$ cat src/rtl/mem_ctrl_if.sv
// Request/response and byte-bus bundle around mem_ctrl. The controller takes the
// slave side; the master side is the fetch/LS requesters plus the RAM/IO model.
interface mem_ctrl_if;
  logic        if_req;
  logic [31:0] if_addr;
  logic        if_flush;
  logic        if_done;
  logic [31:0] if_data;

  logic        ls_req;
  logic        ls_r_nw;
  logic [2:0]  ls_type;
  logic [31:0] ls_addr;
  logic [31:0] ls_st_val;
  logic        ls_done;
  logic [31:0] ls_ld_val;

  logic [7:0]  mem_din;
  logic [7:0]  mem_dout;
  logic [31:0] mem_a;
  logic        mem_wr;
  logic        io_buffer_full;

  modport master (
    output if_req, if_addr, if_flush,
    input  if_done, if_data,
    output ls_req, ls_r_nw, ls_type, ls_addr, ls_st_val,
    input  ls_done, ls_ld_val,
    output mem_din, io_buffer_full,
    input  mem_dout, mem_a, mem_wr
  );

  modport slave (
    input  if_req, if_addr, if_flush,
    output if_done, if_data,
    input  ls_req, ls_r_nw, ls_type, ls_addr, ls_st_val,
    output ls_done, ls_ld_val,
    input  mem_din, io_buffer_full,
    output mem_dout, mem_a, mem_wr
  );
endinterface

$ cat src/rtl/mem_ctrl.sv
// Byte-serial memory controller: arbitrates fetch vs load/store, walks 1/2/4 bytes
// over the 8-bit RAM/IO bus, and returns assembled, extended load data.
module mem_ctrl #(
  parameter int RD_LAT = 1,
  parameter int IO_MSB = 17
) (
  input  logic      clk_in,
  input  logic      rst_in,
  input  logic      rdy_in,
  mem_ctrl_if.slave bus
);
  typedef enum logic [1:0] {IDLE, RD, WR, DONE} state_t;

  localparam logic [7:0] RD_LAT_B = 8'(RD_LAT);
  localparam logic [1:0] RD_LAT_I = 2'(RD_LAT);

  state_t      state_q, state_d;
  logic [7:0]  cnt_q, cnt_d;
  logic [2:0]  nbytes_q, nbytes_d;
  logic        sext_q, sext_d;
  logic        fetch_q, fetch_d;
  logic [31:0] st_q, st_d;
  logic [31:0] acc_q, acc_d;
  logic [31:0] mem_a_q, mem_a_d;
  logic [7:0]  mem_dout_q, mem_dout_d;
  logic        mem_wr_q, mem_wr_d;
  logic        if_done_q, if_done_d;
  logic        ls_done_q, ls_done_d;
  logic [31:0] if_data_q, if_data_d;
  logic [31:0] ls_ld_val_q, ls_ld_val_d;

  logic        io_stall;
  logic [7:0]  last_byte;
  logic [7:0]  last_rd;
  logic [1:0]  cap_idx;
  logic [1:0]  wr_idx;
  logic [31:0] acc_cap;
  logic [31:0] ld_ext;

  // An IO write that finds the FIFO full is held on the same byte until it drains.
  assign io_stall  = (state_q == WR) && (mem_a_q[IO_MSB -: 2] == 2'b11) && bus.io_buffer_full;
  assign last_byte = {5'd0, nbytes_q} - 8'd1;
  assign last_rd   = {5'd0, nbytes_q} + RD_LAT_B - 8'd1;
  assign cap_idx   = cnt_q[1:0] - RD_LAT_I;
  assign wr_idx    = cnt_q[1:0] + 2'd1;

  // Accumulator with this cycle's returning byte merged in, so the final byte
  // can be folded straight into the result registered on entry to DONE.
  always_comb begin
    acc_cap = acc_q;
    if (cnt_q >= RD_LAT_B) begin
      acc_cap[{cap_idx, 3'b000} +: 8] = bus.mem_din;
    end
  end

  always_comb begin
    case (nbytes_q)
      3'd1:    ld_ext = sext_q ? {{24{acc_cap[7]}}, acc_cap[7:0]}
                               : {24'd0, acc_cap[7:0]};
      3'd2:    ld_ext = sext_q ? {{16{acc_cap[15]}}, acc_cap[15:0]}
                               : {16'd0, acc_cap[15:0]};
      default: ld_ext = acc_cap;
    endcase
  end

  always_comb begin
    state_d     = state_q;
    cnt_d       = cnt_q;
    nbytes_d    = nbytes_q;
    sext_d      = sext_q;
    fetch_d     = fetch_q;
    st_d        = st_q;
    acc_d       = acc_q;
    mem_a_d     = mem_a_q;
    mem_dout_d  = mem_dout_q;
    mem_wr_d    = mem_wr_q;
    if_done_d   = 1'b0;
    ls_done_d   = 1'b0;
    if_data_d   = if_data_q;
    ls_ld_val_d = ls_ld_val_q;

    case (state_q)
      IDLE: begin
        mem_wr_d = 1'b0;
        if (bus.ls_req) begin
          case (bus.ls_type[1:0])
            2'b01:   nbytes_d = 3'd2;
            2'b10:   nbytes_d = 3'd1;
            default: nbytes_d = 3'd4;
          endcase
          sext_d  = bus.ls_type[2];
          fetch_d = 1'b0;
          st_d    = bus.ls_st_val;
          cnt_d   = '0;
          acc_d   = '0;
          mem_a_d = bus.ls_addr;
          if (bus.ls_r_nw) begin
            state_d = RD;
          end else begin
            state_d    = WR;
            mem_dout_d = bus.ls_st_val[7:0];
            mem_wr_d   = 1'b1;
          end
        end else if (bus.if_req && !bus.if_flush) begin
          nbytes_d = 3'd4;
          sext_d   = 1'b0;
          fetch_d  = 1'b1;
          cnt_d    = '0;
          acc_d    = '0;
          mem_a_d  = bus.if_addr;
          state_d  = RD;
        end
      end

      RD: begin
        if (fetch_q && bus.if_flush) begin
          state_d = IDLE;
          cnt_d   = '0;
        end else begin
          acc_d = acc_cap;
          cnt_d = cnt_q + 8'd1;
          if (cnt_q < last_byte) begin
            mem_a_d = mem_a_q + 32'd1;
          end
          if (cnt_q == last_rd) begin
            state_d = DONE;
            cnt_d   = '0;
            if (fetch_q) begin
              if_done_d = 1'b1;
              if_data_d = acc_cap;
            end else begin
              ls_done_d   = 1'b1;
              ls_ld_val_d = ld_ext;
            end
          end
        end
      end

      WR: begin
        if (!io_stall) begin
          if (cnt_q == last_byte) begin
            state_d     = DONE;
            cnt_d       = '0;
            mem_wr_d    = 1'b0;
            ls_done_d   = 1'b1;
            ls_ld_val_d = '0;
          end else begin
            cnt_d      = cnt_q + 8'd1;
            mem_a_d    = mem_a_q + 32'd1;
            mem_dout_d = st_q[{wr_idx, 3'b000} +: 8];
          end
        end
      end

      DONE: begin
        state_d  = IDLE;
        mem_wr_d = 1'b0;
      end

      default: begin
        state_d  = IDLE;
        mem_wr_d = 1'b0;
      end
    endcase
  end

  always_ff @(posedge clk_in or negedge rst_in) begin
    if (!rst_in) begin
      state_q     <= IDLE;
      cnt_q       <= '0;
      nbytes_q    <= '0;
      sext_q      <= 1'b0;
      fetch_q     <= 1'b0;
      st_q        <= '0;
      acc_q       <= '0;
      mem_a_q     <= '0;
      mem_dout_q  <= '0;
      mem_wr_q    <= 1'b0;
      if_done_q   <= 1'b0;
      ls_done_q   <= 1'b0;
      if_data_q   <= '0;
      ls_ld_val_q <= '0;
    end else if (rdy_in) begin
      state_q     <= state_d;
      cnt_q       <= cnt_d;
      nbytes_q    <= nbytes_d;
      sext_q      <= sext_d;
      fetch_q     <= fetch_d;
      st_q        <= st_d;
      acc_q       <= acc_d;
      mem_a_q     <= mem_a_d;
      mem_dout_q  <= mem_dout_d;
      mem_wr_q    <= mem_wr_d;
      if_done_q   <= if_done_d;
      ls_done_q   <= ls_done_d;
      if_data_q   <= if_data_d;
      ls_ld_val_q <= ls_ld_val_d;
    end
  end

  // A flush arriving while a fetch result sits in DONE still cancels the pulse.
  assign bus.if_done   = if_done_q & ~(fetch_q && (state_q == DONE) && bus.if_flush);
  assign bus.if_data   = if_data_q;
  assign bus.ls_done   = ls_done_q;
  assign bus.ls_ld_val = ls_ld_val_q;
  assign bus.mem_a     = mem_a_q;
  assign bus.mem_dout  = mem_dout_q;
  assign bus.mem_wr    = mem_wr_q & rdy_in & ~io_stall;
endmodule
$ cat src/flat_wrapper.sv
// flat-port wrapper written by rule: the top's interface ports become plain ports
module mem_ctrl_flat 
#(
  parameter int RD_LAT = 1,
  parameter int IO_MSB = 17
)
  (clk_in, rst_in, rdy_in, bus_if_req, bus_if_addr, bus_if_flush, bus_if_done, bus_if_data, bus_ls_req, bus_ls_r_nw, bus_ls_type, bus_ls_addr, bus_ls_st_val, bus_ls_done, bus_ls_ld_val, bus_mem_din, bus_io_buffer_full, bus_mem_dout, bus_mem_a, bus_mem_wr);
  mem_ctrl_if bus_i ();
  input  logic clk_in;
  input  logic rst_in;
  input  logic rdy_in;
  input wire logic [$bits(bus_i.if_req)-1:0] bus_if_req;
  input wire logic [$bits(bus_i.if_addr)-1:0] bus_if_addr;
  input wire logic [$bits(bus_i.if_flush)-1:0] bus_if_flush;
  output wire logic [$bits(bus_i.if_done)-1:0] bus_if_done;
  output wire logic [$bits(bus_i.if_data)-1:0] bus_if_data;
  input wire logic [$bits(bus_i.ls_req)-1:0] bus_ls_req;
  input wire logic [$bits(bus_i.ls_r_nw)-1:0] bus_ls_r_nw;
  input wire logic [$bits(bus_i.ls_type)-1:0] bus_ls_type;
  input wire logic [$bits(bus_i.ls_addr)-1:0] bus_ls_addr;
  input wire logic [$bits(bus_i.ls_st_val)-1:0] bus_ls_st_val;
  output wire logic [$bits(bus_i.ls_done)-1:0] bus_ls_done;
  output wire logic [$bits(bus_i.ls_ld_val)-1:0] bus_ls_ld_val;
  input wire logic [$bits(bus_i.mem_din)-1:0] bus_mem_din;
  input wire logic [$bits(bus_i.io_buffer_full)-1:0] bus_io_buffer_full;
  output wire logic [$bits(bus_i.mem_dout)-1:0] bus_mem_dout;
  output wire logic [$bits(bus_i.mem_a)-1:0] bus_mem_a;
  output wire logic [$bits(bus_i.mem_wr)-1:0] bus_mem_wr;
  assign bus_i.if_req = bus_if_req;
  assign bus_i.if_addr = bus_if_addr;
  assign bus_i.if_flush = bus_if_flush;
  assign bus_if_done = bus_i.if_done;
  assign bus_if_data = bus_i.if_data;
  assign bus_i.ls_req = bus_ls_req;
  assign bus_i.ls_r_nw = bus_ls_r_nw;
  assign bus_i.ls_type = bus_ls_type;
  assign bus_i.ls_addr = bus_ls_addr;
  assign bus_i.ls_st_val = bus_ls_st_val;
  assign bus_ls_done = bus_i.ls_done;
  assign bus_ls_ld_val = bus_i.ls_ld_val;
  assign bus_i.mem_din = bus_mem_din;
  assign bus_i.io_buffer_full = bus_io_buffer_full;
  assign bus_mem_dout = bus_i.mem_dout;
  assign bus_mem_a = bus_i.mem_a;
  assign bus_mem_wr = bus_i.mem_wr;
  mem_ctrl #(.RD_LAT(RD_LAT), .IO_MSB(IO_MSB)) u_core (.clk_in(clk_in), .rst_in(rst_in), .rdy_in(rdy_in), .bus(bus_i));
endmodule
$ cat config.mk
export PLATFORM = sky130hd
export DESIGN_NAME = mem_ctrl_flat
export DESIGN_NICKNAME = d
export VERILOG_FILES = /design/src/rtl/mem_ctrl_if.sv /design/src/rtl/mem_ctrl.sv /design/src/flat_wrapper.sv
export SDC_FILE = /design/constraint.sdc
export NUM_CORES = 1
export LEC_CHECK = 0
export ABC_AREA = 1
export BUFFER_PORTS_ARGS = -buffer_cell sky130_fd_sc_hd__clkbuf_2
export CORE_ASPECT_RATIO = 2
export CORE_UTILIZATION = 35
export DETAILED_ROUTE_END_ITERATION = 10
export GPL_TIMING_DRIVEN = 0
export PLACE_DENSITY = 0.54
export SLEW_MARGIN = 10
export SYNTH_ARGS = -nofsm -noshare
export SYNTH_HDL_FRONTEND = slang
export SYNTH_SLANG_ARGS = --single-unit
$ cat constraint.sdc
create_clock -name clk_in -period 2.2 [get_ports clk_in]
set_input_delay 0 -clock clk_in [delete_from_list [all_inputs] [get_ports clk_in]]
set_output_delay 0 -clock clk_in [all_outputs]
set_load 0.05 [all_outputs]
; ---- Word level (Yosys, flattened, before mapping)
; Cells that the tools add are included.
[op_classes]
add_sub_neg = 8
magnitude_cmp = 2
eq_ne = 21
n_shift = 3
n_mux = 64
bitwise_logic = 6
n_reduce_logical = 24
[ops]
columns = op, n
row1 = 32-bit 2-to-1 mux, 17
row2 = 32-bit one-hot mux with 2 select lines, 3
row3 = 32-bit one-hot mux with 3 select lines, 1
row4 = 8-bit 2-to-1 mux, 10
row5 = 32-bit by 1-bit adder with 32-bit output (second input constant), 1
row6 = 32-bit bitwise mux, 1
row7 = 8-bit by 7-bit variable shift with 32-bit output (first input constant), 1
row8 = 32-bit by 6-bit indexed part select with 8-bit output, 1
row9 = 8-bit by 7-bit indexed part select with 32-bit output, 1
row10 = 8-bit one-hot mux with 3 select lines, 1
row11 = 1-bit 2-to-1 mux, 17
row12 = 8-bit == test, 2
row13 = 8-bit one-hot mux with 2 select lines, 1
row14 = 2-bit 2-to-1 mux, 7
row15 = 2-bit inequality test (second input constant), 7
row16 = 7-bit AND reduction, 2
row17 = 4-bit AND reduction, 3
row18 = 5-bit AND reduction, 2
row19 = 8-bit by 1-bit adder with 8-bit output (second input constant), 1
row20 = 2-bit == test (second input constant), 4
row21 = 8-bit by 1-bit greater-or-equal comparator with 1-bit output (second input constant), 1
row22 = 8-bit less-than comparator, 1
row23 = 2-bit one-hot mux with 4 select lines, 1
row24 = 2-bit nonzero test, 4
row25 = 24 further kinds, 38
[word_totals]
regBits = 186
out_inout_bits = 107
elab_cells = 142

; ---- Depth between registers and ports, before layout
[logic_depth]
depth_word = 11
ltp_mapped = 17
ltp_nobuf = 15

; ---- Least setup slack after synthesis
; No wires, ideal clock.
[synth_timing]
kind = register to register
start = register u_core.cnt_q[0]
end = register u_core.ls_ld_val_q[23] (netlist: u_core.bus.ls_ld_val[23])
arrival_time_ps = 2307
required_ps = 2134
setup_slack_ps = -173
stages_incl_launch_ff = 17
path_buffers = 3
synth_period_minus_slack_ps = 2373
path_cell_list = dfrtp_1 -> inv_1 -> clkbuf_1 -> ha_1 -> buf_2 -> nor2_2 -> buf_4 -> nand3_1 -> o21ai_0 -> nand2_1 -> nand3_1 -> nand2_1 -> inv_1 -> nand2_1 -> inv_1 -> nand3_1 -> nand2_1
[synth_between]
elab_chain_len = 11
elab_cells_between_ends = 19
cone_classes = add/sub: 2 / order compare: 1 / eq/ne: 4 / shift: 2 / mux: 9 / reduce/logical: 1
[synth_lines]
columns = element, line_no
row1 = "start, declared", mem_ctrl.sv:18  ; logic [7:0] cnt_q, cnt_d;
row2 = "start signal, assigned", mem_ctrl.sv:185  ; cnt_q <= cnt_d;
row3 = 2-bit by 1-bit subtractor with 2-bit output, mem_ctrl.sv:44  ; assign cap_idx = cnt_q[1:0] - RD_LAT_I;
row4 = 5-bit negator with 7-bit output, mem_ctrl.sv:52  ; acc_cap[{cap_idx, 3'b000} +: 8] = bus.mem_din;
row5 = 8-bit by 7-bit indexed part select with 32-bit output or 8-bit by 7-bit variable shift with 32-bit output (tied branches), mem_ctrl.sv:52
row6 = 32-bit bitwise mux, mem_ctrl.sv:52
row7 = 32-bit 2-to-1 mux, mem_ctrl.sv:51  ; if (cnt_q >= RD_LAT_B) begin
row8 = 32-bit 2-to-1 mux (on tied branches), "mem_ctrl.sv:60, mem_ctrl.sv:58"
row9 = 32-bit one-hot mux with 2 select lines, mem_ctrl.sv:57  ; case (nbytes_q)
row10 = 32-bit 2-to-1 mux, mem_ctrl.sv:128  ; if (fetch_q) begin
row11 = 32-bit 2-to-1 mux, mem_ctrl.sv:125  ; if (cnt_q == last_rd) begin
row12 = 32-bit 2-to-1 mux, mem_ctrl.sv:116  ; if (fetch_q && bus.if_flush) begin
row13 = 32-bit one-hot mux with 2 select lines, mem_ctrl.sv:82  ; case (state_q)
row14 = "end signal, assigned", mem_ctrl.sv:197  ; ls_ld_val_q <= ls_ld_val_d;
row15 = "end, declared", mem_ctrl.sv:30  ; logic [31:0] ls_ld_val_q, ls_ld_val_d;
; Several ways; a longest one is shown, not always the timed one. The select of a mux whose other input is x is not followed.
; A chain may end at the register's enable or synchronous reset.

; ---- Final worst setup path
[layout_timing]
start = register u_core.nbytes_q[2]
end = register u_core.mem_a_q[29] (netlist: u_core.bus.mem_a[29])
[layout_between]
elab_chain_len = 4
elab_cells_between_ends = 6
cone_classes = add/sub: 1 / order compare: 1 / eq/ne: 3 / reduce/logical: 1
[layout_lines]
columns = element, line_no
row1 = "start, declared", mem_ctrl.sv:19  ; logic [2:0] nbytes_q, nbytes_d;
row2 = "start signal, assigned", mem_ctrl.sv:186  ; nbytes_q <= nbytes_d;
row3 = 3-bit by 1-bit subtractor with 4-bit output *, mem_ctrl.sv:42  ; assign last_byte = {5'd0, nbytes_q} - 8'd1;
row4 = 8-bit less-than comparator or 8-bit == test (tied branches), "mem_ctrl.sv:122, mem_ctrl.sv:141"
row5 = 2-bit by 1-bit inequality test with 1-bit output (no source line) or 2-bit inequality test (tied branches), n/a
row6 = 7-bit AND reduction (no source line) *, n/a
row7 = "end signal, assigned", mem_ctrl.sv:191  ; mem_a_q <= mem_a_d;
row8 = "end, declared", mem_ctrl.sv:24  ; logic [31:0] mem_a_q, mem_a_d;
; Every way passes the cells marked *; elsewhere a longest branch is shown, timed or not.

==> implementation parameters <==
Parameter                              Value

Placement
  Detailed placer's ending HPWL    32.22 mm
  I/O Buffers    220
  Gpl congestion    0.9515

Run status
  Violations in the final reports    setup timing
  Status    finished with violations

Global route
  Global-route usage over all layers    26.50%
  First-pass GRT wire length    64.41 mm
  Pin count of the biggest net entering global routing    95
  Antenna violations before repair    0
  Number of global-route vias before repair    11950
  Overflow after GRT    0

Clock tree
  Clock latency on the worst-skew pair    0.46 ns
  Clock tree from TritonCTS    yes
  CTS Sinks    186
  Clk Tree Root Cell    sky130_fd_sc_hd__clkbuf_16
  Clock slew seen by the registers of the worst setup and hold paths    0.08 ns
  Number of buffers created by CTS    17
  Buffers from clock root to sink, at most    2
  Deepest level of the CTS H-tree    4

Route
  First-iteration detailed-routing DRC count    656
  Number of detailed-routing iterations run before antenna repair    5
  Antenna viol nets, final    0
  Via-per-instance ratio    4.910
  Total number of vias    11750
  Per-cell routed wire length    17.61 um
  Total DRC errors in the routed layout    0
  Detailed Route WL    42.16 mm

Hold path
  Worst min-delay path category    primary input to flop

Yosys
  Sequential-to-total area share from yosys stat    41.59%
  Cell area after technology mapping    11190 um^2
  Async S/R FF share, synth    100.0%
  Number of cells produced by synthesis    1592
  Most numerous cell in the Yosys netlist    sky130_fd_sc_hd__nand2_1
  Area contributors post-synth    sky130_fd_sc_hd__dfrtp_1 (42%), sky130_fd_sc_hd__nand2_1 (18%), sky130_fd_sc_hd__o21ai_0 (8.1%), sky130_fd_sc_hd__nand3_1 (5.3%), sky130_fd_sc_hd__inv_1 (5.2%)
  Cell accounting for the most synthesized area    sky130_fd_sc_hd__dfrtp_1
  Post-synth net total    1734
  Top flip-flop cell by instance count after synthesis    sky130_fd_sc_hd__dfrtp_1
  Number of synthesized flops with an enable pin    0
  Fraction of post-synthesis cell area in the top cell type by area    41.59%
  Number of warnings printed during yosys synthesis    0
  Average footprint of a synthesized cell    7.030 um^2
  Number of distinct library cells after synthesis    39
  Number of synthesized register bits    186
  Leading cell types by count after synthesis    sky130_fd_sc_hd__nand2_1 (547), sky130_fd_sc_hd__dfrtp_1 (186), sky130_fd_sc_hd__o21ai_0 (181)

Cells and area
  Sequential cell area in the final layout    4658 um^2
  Total number of nets in the final design    2100
  Final core utilization    48.02%
  Area of combinational cells with multiple inputs    5774 um^2
  Layout fillers    3284
  Antenna diode count    0
  Area Overhead vs Synth    35.32%
  Layout cell share with drive strength beyond 1    21.51%

Timing
  Worst Skew    0.009719 ns
  Number of pins with negative max-slew slack in the final report    0
  Slew @ Worst Pin    0.8239 ns
  Slew headroom    45.07%
  Fmax    0.4195 GHz
  Tmin final    2.384 ns
  Setup total negative slack    -10.56 ns
  Count of final hold-check violations    0
  Setup repair after global routing missed its margin    true
  Setup violations, final    72
  Setup WS post-layout    -0.1836 ns
  Final cycle utilization of the critical path    108.3%

Floorplanning
  Standard-cell row count    92
  Core Footprint    31540 um^2
  Width of the die    128.4 um
  Die Y-Extent    254.9 um
  IO Pins    222
  Total die area    32740 um^2
  Initial cell density of the core    35.48%

Setup path
  Crit-path max FO    10
  Crit end category    flop
  CP startpoint kind    flop
  Worst EP required    2.56 ns
  Data arrival time at the worst-slack endpoint    2.74 ns
  Worst Setup Path Type    flop to flop

Job
  Max_cap viols    0

Power and ir drop
  Leakage    7.801 nW
  VDD IR max    767.0 uV
  Pwr Density    1363 nW/um^2
[final cells by class]
class / instances / share of cell area, %
inverter: 166 / 4.213
clock inverter: 13 / 1.404
buffer: 74 / 3.305
multi-input combinational: 1165 / 38.13
clock buffer: 19 / 2.991
tap: 423 / 3.495
timing repair buffer: 348 / 15.71
sequential: 186 / 30.76
[worst paths after layout]
| check | from | cells after the start | slack, ns | to |
|---|---|---|---|---|
| max in group asynchronous | rst_in | 3 | 1.06 | u_core.cnt_q[0] |
| worst min-delay path | bus_if_addr[29] | 7 | 0.008 | u_core.bus.mem_a[29] |
| worst max-delay path | u_core.nbytes_q[2] | 15 | -0.18 | u_core.bus.mem_a[29] |
| worst min register to register | u_core.st_q[18] | 2 | 0.47 | u_core.st_q[18] |
| min in group asynchronous | rst_in | 2 | 0.14 | u_core.bus.mem_a[29] |
| worst max register to register | u_core.nbytes_q[2] | 15 | -0.18 | u_core.bus.mem_a[29] |
[layout by cell type, fill, tap and decap left out, types with 4 or more instances in the layout]
| cell type | n |
|---|---|
| sky130_fd_sc_hd__nand2_1 | 530 |
| sky130_fd_sc_hd__clkbuf_2 | 227 |
| sky130_fd_sc_hd__dfrtp_1 | 183 |
| sky130_fd_sc_hd__o21ai_0 | 170 |
| sky130_fd_sc_hd__inv_1 | 152 |
| sky130_fd_sc_hd__nand3_1 | 113 |
| sky130_fd_sc_hd__nor2_1 | 111 |
| sky130_fd_sc_hd__dlygate4sd3_1 | 93 |
| sky130_fd_sc_hd__o21ai_1 | 45 |
| sky130_fd_sc_hd__buf_4 | 38 |
| sky130_fd_sc_hd__a21oi_1 | 30 |
| sky130_fd_sc_hd__clkbuf_1 | 27 |
| sky130_fd_sc_hd__nand2_2 | 20 |
| sky130_fd_sc_hd__nor3_1 | 20 |
| sky130_fd_sc_hd__ha_1 | 19 |
| sky130_fd_sc_hd__xor2_1 | 18 |
| sky130_fd_sc_hd__buf_6 | 17 |
| sky130_fd_sc_hd__clkbuf_16 | 17 |
| sky130_fd_sc_hd__nand4_1 | 10 |
| sky130_fd_sc_hd__nor2_4 | 9 |
| sky130_fd_sc_hd__o22ai_1 | 9 |
| sky130_fd_sc_hd__buf_2 | 8 |
| sky130_fd_sc_hd__mux2_2 | 8 |
| sky130_fd_sc_hd__nand2_4 | 7 |
| sky130_fd_sc_hd__inv_2 | 6 |
| sky130_fd_sc_hd__nor2_2 | 5 |
| sky130_fd_sc_hd__o21ai_2 | 5 |
| sky130_fd_sc_hd__buf_12 | 5 |
| sky130_fd_sc_hd__ha_4 | 5 |
| sky130_fd_sc_hd__bufinv_16 | 5 |
| sky130_fd_sc_hd__nand3_4 | 4 |
| sky130_fd_sc_hd__nand3_2 | 4 |
| sky130_fd_sc_hd__clkinv_1 | 4 |
| sky130_fd_sc_hd__xnor2_1 | 4 |
[layer usage]
| layer | up-vias | share of wire [%] | track usage, % |
|---|---|---|---|
| met5 | - | 0 | 0 |
| met4 | 0 | 7.0 | 19.93 |
| met3 | 113 | 3.3 | 3.909 |
| met2 | 353 | 57 | 51.66 |
| met1 | 5491 | 33 | 24.08 |
| li1 | 5797 | - | - |
[state kept, by name (all words and copies together) (netlist names)]
register / count
u_core.acc_q: 32
u_core.bus.if_data: 32
u_core.bus.ls_ld_val: 32
u_core.bus.mem_a: 32
u_core.st_q: 32
u_core.bus.mem_dout: 8
u_core.cnt_q: 8
u_core.nbytes_q: 3
u_core.state_q: 2
u_core.bus.ls_done: 1
u_core.fetch_q: 1
u_core.if_done_q: 1
u_core.mem_wr_q: 1
u_core.sext_q: 1
[through the flow]
stage | total power [mW] | cell area, um^2 | setup WS (ns) | cells | hold WS [ns]
2_1_floorplan | 12.63 | 11220 | 0.0008000 | 1592 | -0.2956
3_3_place_gp | 15.81 | 12850 | -3.001 | 2235 | 0.2105
3_5_place_dp | 15.92 | 12890 | -0.5783 | 2236 | 0.1243
4_1_cts | 20.45 | 14960 | -0.2132 | 2385 | 0.005075
5_1_grt | 22.02 | 15140 | -0.3454 | 2394 | 0.02718
6_report | 20.65 | 15140 | -0.1836 | 2394 | 0.007500
[where the power goes]
group / total [mW] / internal [mW] / leakage, nW / switching [mW]
registers: 5.36 / 4.47 / 2.46 / 0.893
logic: 11.7 / 3.59 / 5.02 / 8.13
clock network: 3.57 / 2.09 / 0.322 / 1.47
total: 20.6 / 10.1 / 7.80 / 10.5
[logic make-up after synthesis]
family	after synthesis	share of synthesized area (%)
simple gates	842	31.30
mux	8	0.8050
flops	186	41.59
xor+xnor	23	1.800
fa+ha+maj	27	3.018
compound gates	265	12.12
buf+inv	241	9.368
[critical path: stages (launching register included)]
cell and delay [ns]:
sky130_fd_sc_hd__dfrtp_1 0.37, sky130_fd_sc_hd__buf_6 0.13, sky130_fd_sc_hd__inv_8 0.05, sky130_fd_sc_hd__nand3_4 0.14, sky130_fd_sc_hd__ha_1 0.34, sky130_fd_sc_hd__nand2_1 0.06
sky130_fd_sc_hd__inv_1 0.06, sky130_fd_sc_hd__nand4_1 0.22, sky130_fd_sc_hd__o21ai_2 0.26, sky130_fd_sc_hd__nor3_4 0.08, sky130_fd_sc_hd__nand2_2 0.10, sky130_fd_sc_hd__inv_2 0.05
sky130_fd_sc_hd__buf_8 0.14, sky130_fd_sc_hd__buf_12 0.15, sky130_fd_sc_hd__nand2_1 0.06, sky130_fd_sc_hd__nand2_1 0.05
[repair_timing]
item	in CTS	in global routing
endpoints found under the hold margin	168	0
gates cloned	2	0
gates resized for setup	68	47
hold buffers	93	0
pin swaps	13	12
buffers inserted	22	10
endpoints found under the setup margin	151	173
Power figures use the tool's default switching activity.
